--- config.mk ---
export PLATFORM = sky130hd
export DESIGN_NAME = truth_table_sweeper_flat
export DESIGN_NICKNAME = d
export VERILOG_FILES = /design/src/rtl/truth_table_sweeper_if.sv /design/src/rtl/truth_table_sweeper.sv /design/src/flat_wrapper.sv
export SDC_FILE = /design/constraint.sdc
export NUM_CORES = 1
export LEC_CHECK = 0
export ABC_CLOCK_PERIOD_IN_PS = 5300
export CELL_PAD_IN_SITES_DETAIL_PLACEMENT = 0
export CELL_PAD_IN_SITES_GLOBAL_PLACEMENT = 1
export CORE_MARGIN = 3
export CORE_UTILIZATION = 39
export DETAILED_ROUTE_END_ITERATION = 8
export GPL_ROUTABILITY_DRIVEN = 0
export MAX_ROUTING_LAYER = met4
export PLACE_DENSITY = 0.81
export SLEW_MARGIN = 0
export SYNTH_ARGS = -nofsm -noshare
export SYNTH_HDL_FRONTEND = slang
export SYNTH_SLANG_ARGS = --single-unit
--- constraint.sdc ---
create_clock -name clk -period 5.3 [get_ports clk]
set_input_delay 0.53 -clock clk [delete_from_list [all_inputs] [get_ports clk]]
set_output_delay 0.53 -clock clk [all_outputs]
set_load 0.01 [all_outputs]
--- src/rtl/truth_table_sweeper_if.sv ---
// Control/result bundle between a test controller (master) and the truth-table sweeper (slave).
interface truth_table_sweeper_if #(
  parameter int N_IN = 3
);
  logic                  start;
  logic [2**N_IN-1:0]    expected;
  logic                  busy;
  logic                  done;
  logic [2**N_IN-1:0]    table_out;
  logic [N_IN:0]         mismatch_cnt;
  logic [N_IN-1:0]       first_fail;
  logic                  fail_valid;
  logic                  pass;

  modport master (
    output start, expected,
    input  busy, done, table_out, mismatch_cnt, first_fail, fail_valid, pass
  );

  modport slave (
    input  start, expected,
    output busy, done, table_out, mismatch_cnt, first_fail, fail_valid, pass
  );
endinterface

--- src/rtl/truth_table_sweeper.sv ---
// Drives every input vector into a combinational block, holds each for SETTLE cycles,
// samples the block output and compares it with a golden truth table latched at start.
module truth_table_sweeper #(
  parameter int N_IN   = 3,
  parameter int SETTLE = 1
) (
  input  logic                 clk,
  input  logic                 rst_n,
  truth_table_sweeper_if.slave ctl,
  output logic [N_IN-1:0]      vec,
  input  logic                 f_in
);
  localparam int NV = 2**N_IN;
  localparam int WW = $clog2(SETTLE+1);
  localparam logic [WW-1:0]   WLAST = WW'(SETTLE-1);
  localparam logic [N_IN-1:0] VLAST = N_IN'(NV-1);

  typedef enum logic [1:0] {IDLE, HOLD, DONE} state_t;

  state_t          state, state_next;
  logic [WW-1:0]   wcnt;
  logic [NV-1:0]   exp_q;
  logic [NV-1:0]   table_q;
  logic [N_IN:0]   cnt_q;
  logic [N_IN-1:0] first_q;
  logic            fail_valid_q;
  logic            pass_q;
  logic            busy_q;
  logic            done_q;
  logic            sample;
  logic            miss;

  always_ff @(posedge clk) begin
    if (!rst_n) state <= IDLE;
    else        state <= state_next;
  end

  always_comb begin
    state_next = state;
    sample     = 1'b0;
    case (state)
      IDLE: if (ctl.start) state_next = HOLD;
      HOLD: begin
        if (wcnt == WLAST) begin
          sample = 1'b1;
          if (vec == VLAST) state_next = DONE;
        end
      end
      DONE:    state_next = IDLE;
      default: state_next = IDLE;
    endcase
  end

  assign miss = sample && (f_in != exp_q[vec]);

  // Results are registered so that pass is already valid in the done cycle.
  always_ff @(posedge clk) begin
    if (!rst_n) begin
      vec          <= '0;
      wcnt         <= '0;
      exp_q        <= '0;
      table_q      <= '0;
      cnt_q        <= '0;
      first_q      <= '0;
      fail_valid_q <= 1'b0;
      pass_q       <= 1'b0;
      busy_q       <= 1'b0;
      done_q       <= 1'b0;
    end else begin
      case (state)
        IDLE: begin
          if (ctl.start) begin
            exp_q        <= ctl.expected;
            vec          <= '0;
            wcnt         <= '0;
            table_q      <= '0;
            cnt_q        <= '0;
            first_q      <= '0;
            fail_valid_q <= 1'b0;
            pass_q       <= 1'b0;
            busy_q       <= 1'b1;
          end
        end
        HOLD: begin
          if (sample) begin
            table_q[vec] <= f_in;
            if (miss) cnt_q <= cnt_q + 1'b1;
            if (miss && !fail_valid_q) begin
              first_q      <= vec;
              fail_valid_q <= 1'b1;
            end
            // The last vector stays on vec after the sweep rather than wrapping.
            if (vec == VLAST) begin
              done_q <= 1'b1;
              pass_q <= (cnt_q == '0) && !miss;
            end else begin
              vec  <= vec + 1'b1;
              wcnt <= '0;
            end
          end else begin
            wcnt <= wcnt + 1'b1;
          end
        end
        DONE: begin
          done_q <= 1'b0;
          busy_q <= 1'b0;
        end
        default: ;
      endcase
    end
  end

  assign ctl.busy         = busy_q;
  assign ctl.done         = done_q;
  assign ctl.table_out    = table_q;
  assign ctl.mismatch_cnt = cnt_q;
  assign ctl.first_fail   = first_q;
  assign ctl.fail_valid   = fail_valid_q;
  assign ctl.pass         = pass_q;
endmodule

--- src/flat_wrapper.sv ---
// flat-port wrapper written by rule: the top's interface ports become plain ports
module truth_table_sweeper_flat 
#(
  parameter int N_IN   = 3,
  parameter int SETTLE = 1
)
  (clk, rst_n, vec, f_in, ctl_start, ctl_expected, ctl_busy, ctl_done, ctl_table_out, ctl_mismatch_cnt, ctl_first_fail, ctl_fail_valid, ctl_pass);
  truth_table_sweeper_if #(.N_IN(N_IN)) ctl_i ();
  input  logic clk;
  input  logic rst_n;
  output logic [N_IN-1:0] vec;
  input  logic f_in;
  input wire logic [$bits(ctl_i.start)-1:0] ctl_start;
  input wire logic [$bits(ctl_i.expected)-1:0] ctl_expected;
  output wire logic [$bits(ctl_i.busy)-1:0] ctl_busy;
  output wire logic [$bits(ctl_i.done)-1:0] ctl_done;
  output wire logic [$bits(ctl_i.table_out)-1:0] ctl_table_out;
  output wire logic [$bits(ctl_i.mismatch_cnt)-1:0] ctl_mismatch_cnt;
  output wire logic [$bits(ctl_i.first_fail)-1:0] ctl_first_fail;
  output wire logic [$bits(ctl_i.fail_valid)-1:0] ctl_fail_valid;
  output wire logic [$bits(ctl_i.pass)-1:0] ctl_pass;
  assign ctl_i.start = ctl_start;
  assign ctl_i.expected = ctl_expected;
  assign ctl_busy = ctl_i.busy;
  assign ctl_done = ctl_i.done;
  assign ctl_table_out = ctl_i.table_out;
  assign ctl_mismatch_cnt = ctl_i.mismatch_cnt;
  assign ctl_first_fail = ctl_i.first_fail;
  assign ctl_fail_valid = ctl_i.fail_valid;
  assign ctl_pass = ctl_i.pass;
  truth_table_sweeper #(.N_IN(N_IN), .SETTLE(SETTLE)) u_core (.clk(clk), .rst_n(rst_n), .ctl(ctl_i), .vec(vec), .f_in(f_in));
endmodule
==> metrics <==
status complete, no violations; row count 22; Cell Area, Synth 1620 sq um; clock-pin transition on the worst setup and hold timing paths 0.07 ns; Root Driver clkbuf_8; leakage component of the power 0.768 nW; Critical Path, Cell by Cell inv_1, ha_1, inv_1, or3_1, or3_1, mux2i_1; instance count of the mapped netlist 211; largest net degree at the start of global routing 27; number of nets with antenna violations after detailed routing 0; horizontal die dimension 70.5 um; startpoint of the most critical register-to-register path u_core.state[1]; depth of the worst hold-timing path 2; maxcap violations 0; TNS Setup 0 ns; die area a little under 5000 sq um; total of fill cells in the finished design 369; aggregate global-route resource usage 17.3%; upper clock frequency limit about 0.42 GHz; Total Power Consumption 676 uW; total stage count of the critical path 6; slack of the worst reg-to-reg path 2.94 ns; cells on worst reg2reg path 6; Starting Density 42.3%; Clock Latency Late Sink slightly below 0.3 ns; I/O pin cnt 34; post-route DRC violation count 0; quantity of hold-fixing buffers added after cts 0; number of enable-type register cells in the synthesized netlist 0; clk sinks 33; via count of the first global-routing pass 1358; detailed-route via count 1500; top cells by area, synth dfxtp_1 (41%), a21oi_1 (9.6%), nand2_1 (8.8%); reg-to-reg endpoint u_core.ctl.first_fail[2]; Critical path buffers and inverters 2; main flop type after synthesis dfxtp_1; DRT Pass-1 Iters 4; fin crit share 44.6%; Critical Setup Path Class register to register; global-route wire length before repair 6620 um; Max clock buf depth 2; Wirelength per Cell 13.7 um; Worst Hold Path EP u_core.exp_q[2]; Critical Path Start Type register; Worst EP arrival 2.54 ns; most instantiated library cell after synthesis nand2_1; detailed-routing wirelength on met1 1860 um; largest stage delay on the critical path 0.49 ns; post-route minimum period ~2.4 ns; VDD IR-drop max approximately 0.00019 V; Layout Nets 256; leading post-synthesis cells by instance count nand2_1 (38), dfxtp_1 (33), a21oi_1 (31), nor2_1 (16), o21ai_0 (15); synth warn 0; cell family with most CP delay simple AND/OR/NAND/NOR gates; portion of synthesized cell area occupied by the leading cell type 40.8%; Hold Fails Final Rpt 0; vertical extent of the die 70.5 um; Yosys reg bits 33; Cell Area, Placed 1950 sq um; top layer used by detailed routing met4; overall overflow remaining after global route 0; antenna violations before repair 0; count of unique library cells instantiated by Yosys 32; fraction of layout cells with a size suffix above 1 under 10%; Detailed Place HPWL 2750 um; post-cts repair resize count 0; critical path endpoint category register; Critical Path Slowest Stage Cell or3_1; cell count after placement 278; Worst Path Required 5.47 ns; post-layout instance count excluding filler cells ~290; Total Wirelength 3900 um; worst max-slew margin expressed relative to the limit 52.2%; post-synthesis area per instance around 7.7 sq um; area grow syn2layout 27.6%; Port-buffer cells 33; Final Cell Area 2070 sq um; Slew @ Worst Pin between 0.7 and 0.8 ns; final setup vio count 0; post-CTS setup repair buffer count 0; Synthesized Nets 230; Core Area approximately 3800 sq um; number of violations reported at the end of detailed-routing iteration 0 140; start point of the worst min-delay path u_core.exp_q[2]; met2 routed wirelength between 1500 and 2000 um; detailed-route vias per instance 5.24; post-synthesis sequential area ratio 40.8%; Final Skew 0.00440 ns; type of the tightest min-delay check register to register; maximum fanout encountered on the critical timing path 13; biggest area consumer among synthesized cells dfxtp_1; diodes inserted 0; WHS 0.454 ns; routed length on met3 208 um; power density over the cells 327 nW/um^2; H-tree lvl count 2; number of buffers inserted during clock tree synthesis 5; Post-synth ARST share 0%; TritonCTS clock tree built; unrepaired setup endpoints after global routing no; number of pins exceeding their max-slew limit in the final report 0
-- kinds of logic after synthesis --
kind of cell               count (synthesis)  share of synthesized area, %
AOI/OAI and AO/OA                         56                          19.2
xor gates and xnor gates                   1                         0.541
adders and majority gates                  7                          5.41
buffers and inverters                     22                          5.56
DFF                                       33                          40.8
muxes                                      8                          4.94
and+or+nand+nor                           84                          23.6
-- worst max-delay path by stage --
stage | to | start
after global routing | u_core.ctl.first_fail[1] | u_core.state[1]
after CTS | u_core.ctl.first_fail[2] | u_core.state[1]
final | u_core.ctl.first_fail[2] | u_core.state[1]
after detailed placement | u_core.ctl.first_fail[2] | rst_n
after global placement | u_core.ctl.first_fail[1] | rst_n
after floorplan | u_core.ctl.first_fail[0] | u_core.vec[1]
-- registers in the layout, summed over array words and instances, names as in the netlist, 2 cells and up --
register / count
u_core.ctl.first_fail: 3
u_core.ctl.mismatch_cnt: 4
u_core.ctl.table_out: 8
u_core.exp_q: 8
u_core.state: 2
u_core.vec: 3
-- report_power, final --
part	switching [mW]	internal (mW)
logic	0.0886	0.0587
registers	0.0151	0.265
clock network	0.0962	0.153
total	0.200	0.477
-- cells in the final DEF, fill, tap and decap left out, types with 2 or more instances in the layout --
| cell type | netlist | routed |
|---|---|---|
| a21oi_1 | 31 | 31 |
| or3_1 | 8 | 8 |
| a31oi_1 | 2 | 2 |
| dfxtp_1 | 33 | 33 |
| inv_1 | 7 | 7 |
| nor2_1 | 16 | 16 |
| clkbuf_8 | 0 | 6 |
| nand2b_1 | 5 | 5 |
| nand2_1 | 38 | 38 |
| clkdlybuf4s50_1 | 0 | 33 |
| nand4_1 | 2 | 2 |
| a211oi_1 | 2 | 2 |
| mux2i_1 | 8 | 8 |
| ha_1 | 7 | 7 |
| and2_1 | 2 | 2 |
| nor2b_1 | 2 | 2 |
| nor3_1 | 3 | 3 |
| a22oi_1 | 2 | 2 |
| nand3_1 | 4 | 4 |
| o21ai_0 | 15 | 15 |
-- cell type report --
| cell class | instances | area (sq um) | area share [%] |
|---|---|---|---|
| tap | 48 | 60.1 | 2.91 |
| multi-input combinational | 156 | 870 | 42.1 |
| clock inverter | 1 | 30.0 | 1.45 |
| inverter | 8 | 30.0 | 1.45 |
| clock buffer | 7 | 86.3 | 4.18 |
| timing repair buffer | 33 | 330 | 16.0 |
| sequential | 33 | 661 | 32.0 |
-- worst reg2reg max path: cells and delay by family, from the launching register on --
family | cells | cell delay (ns)
AND/OR/NAND/NOR | 2 | 0.96
adder cells (fa/ha/maj) | 1 | 0.40
buffers and inverters | 2 | 0.39
flip-flops | 1 | 0.34
multiplexers | 1 | 0.16
-- per-layer routing --
metal / GRT usage (%) / vias up
met5: - / -
met4: 7.02 / 0
met3: 5.18 / 5
met2: 25.1 / 40
met1: 22.3 / 681
li1: - / 774
-- stage by stage --
step	util (%)	setup slack, ns
floorplan	-	3.48
global placement	51.0	2.84
detailed placement	51.0	2.70
CTS	54.0	2.96
global route	54.0	2.83
finish	54.0	2.94
(Power assumes the default switching activity.)
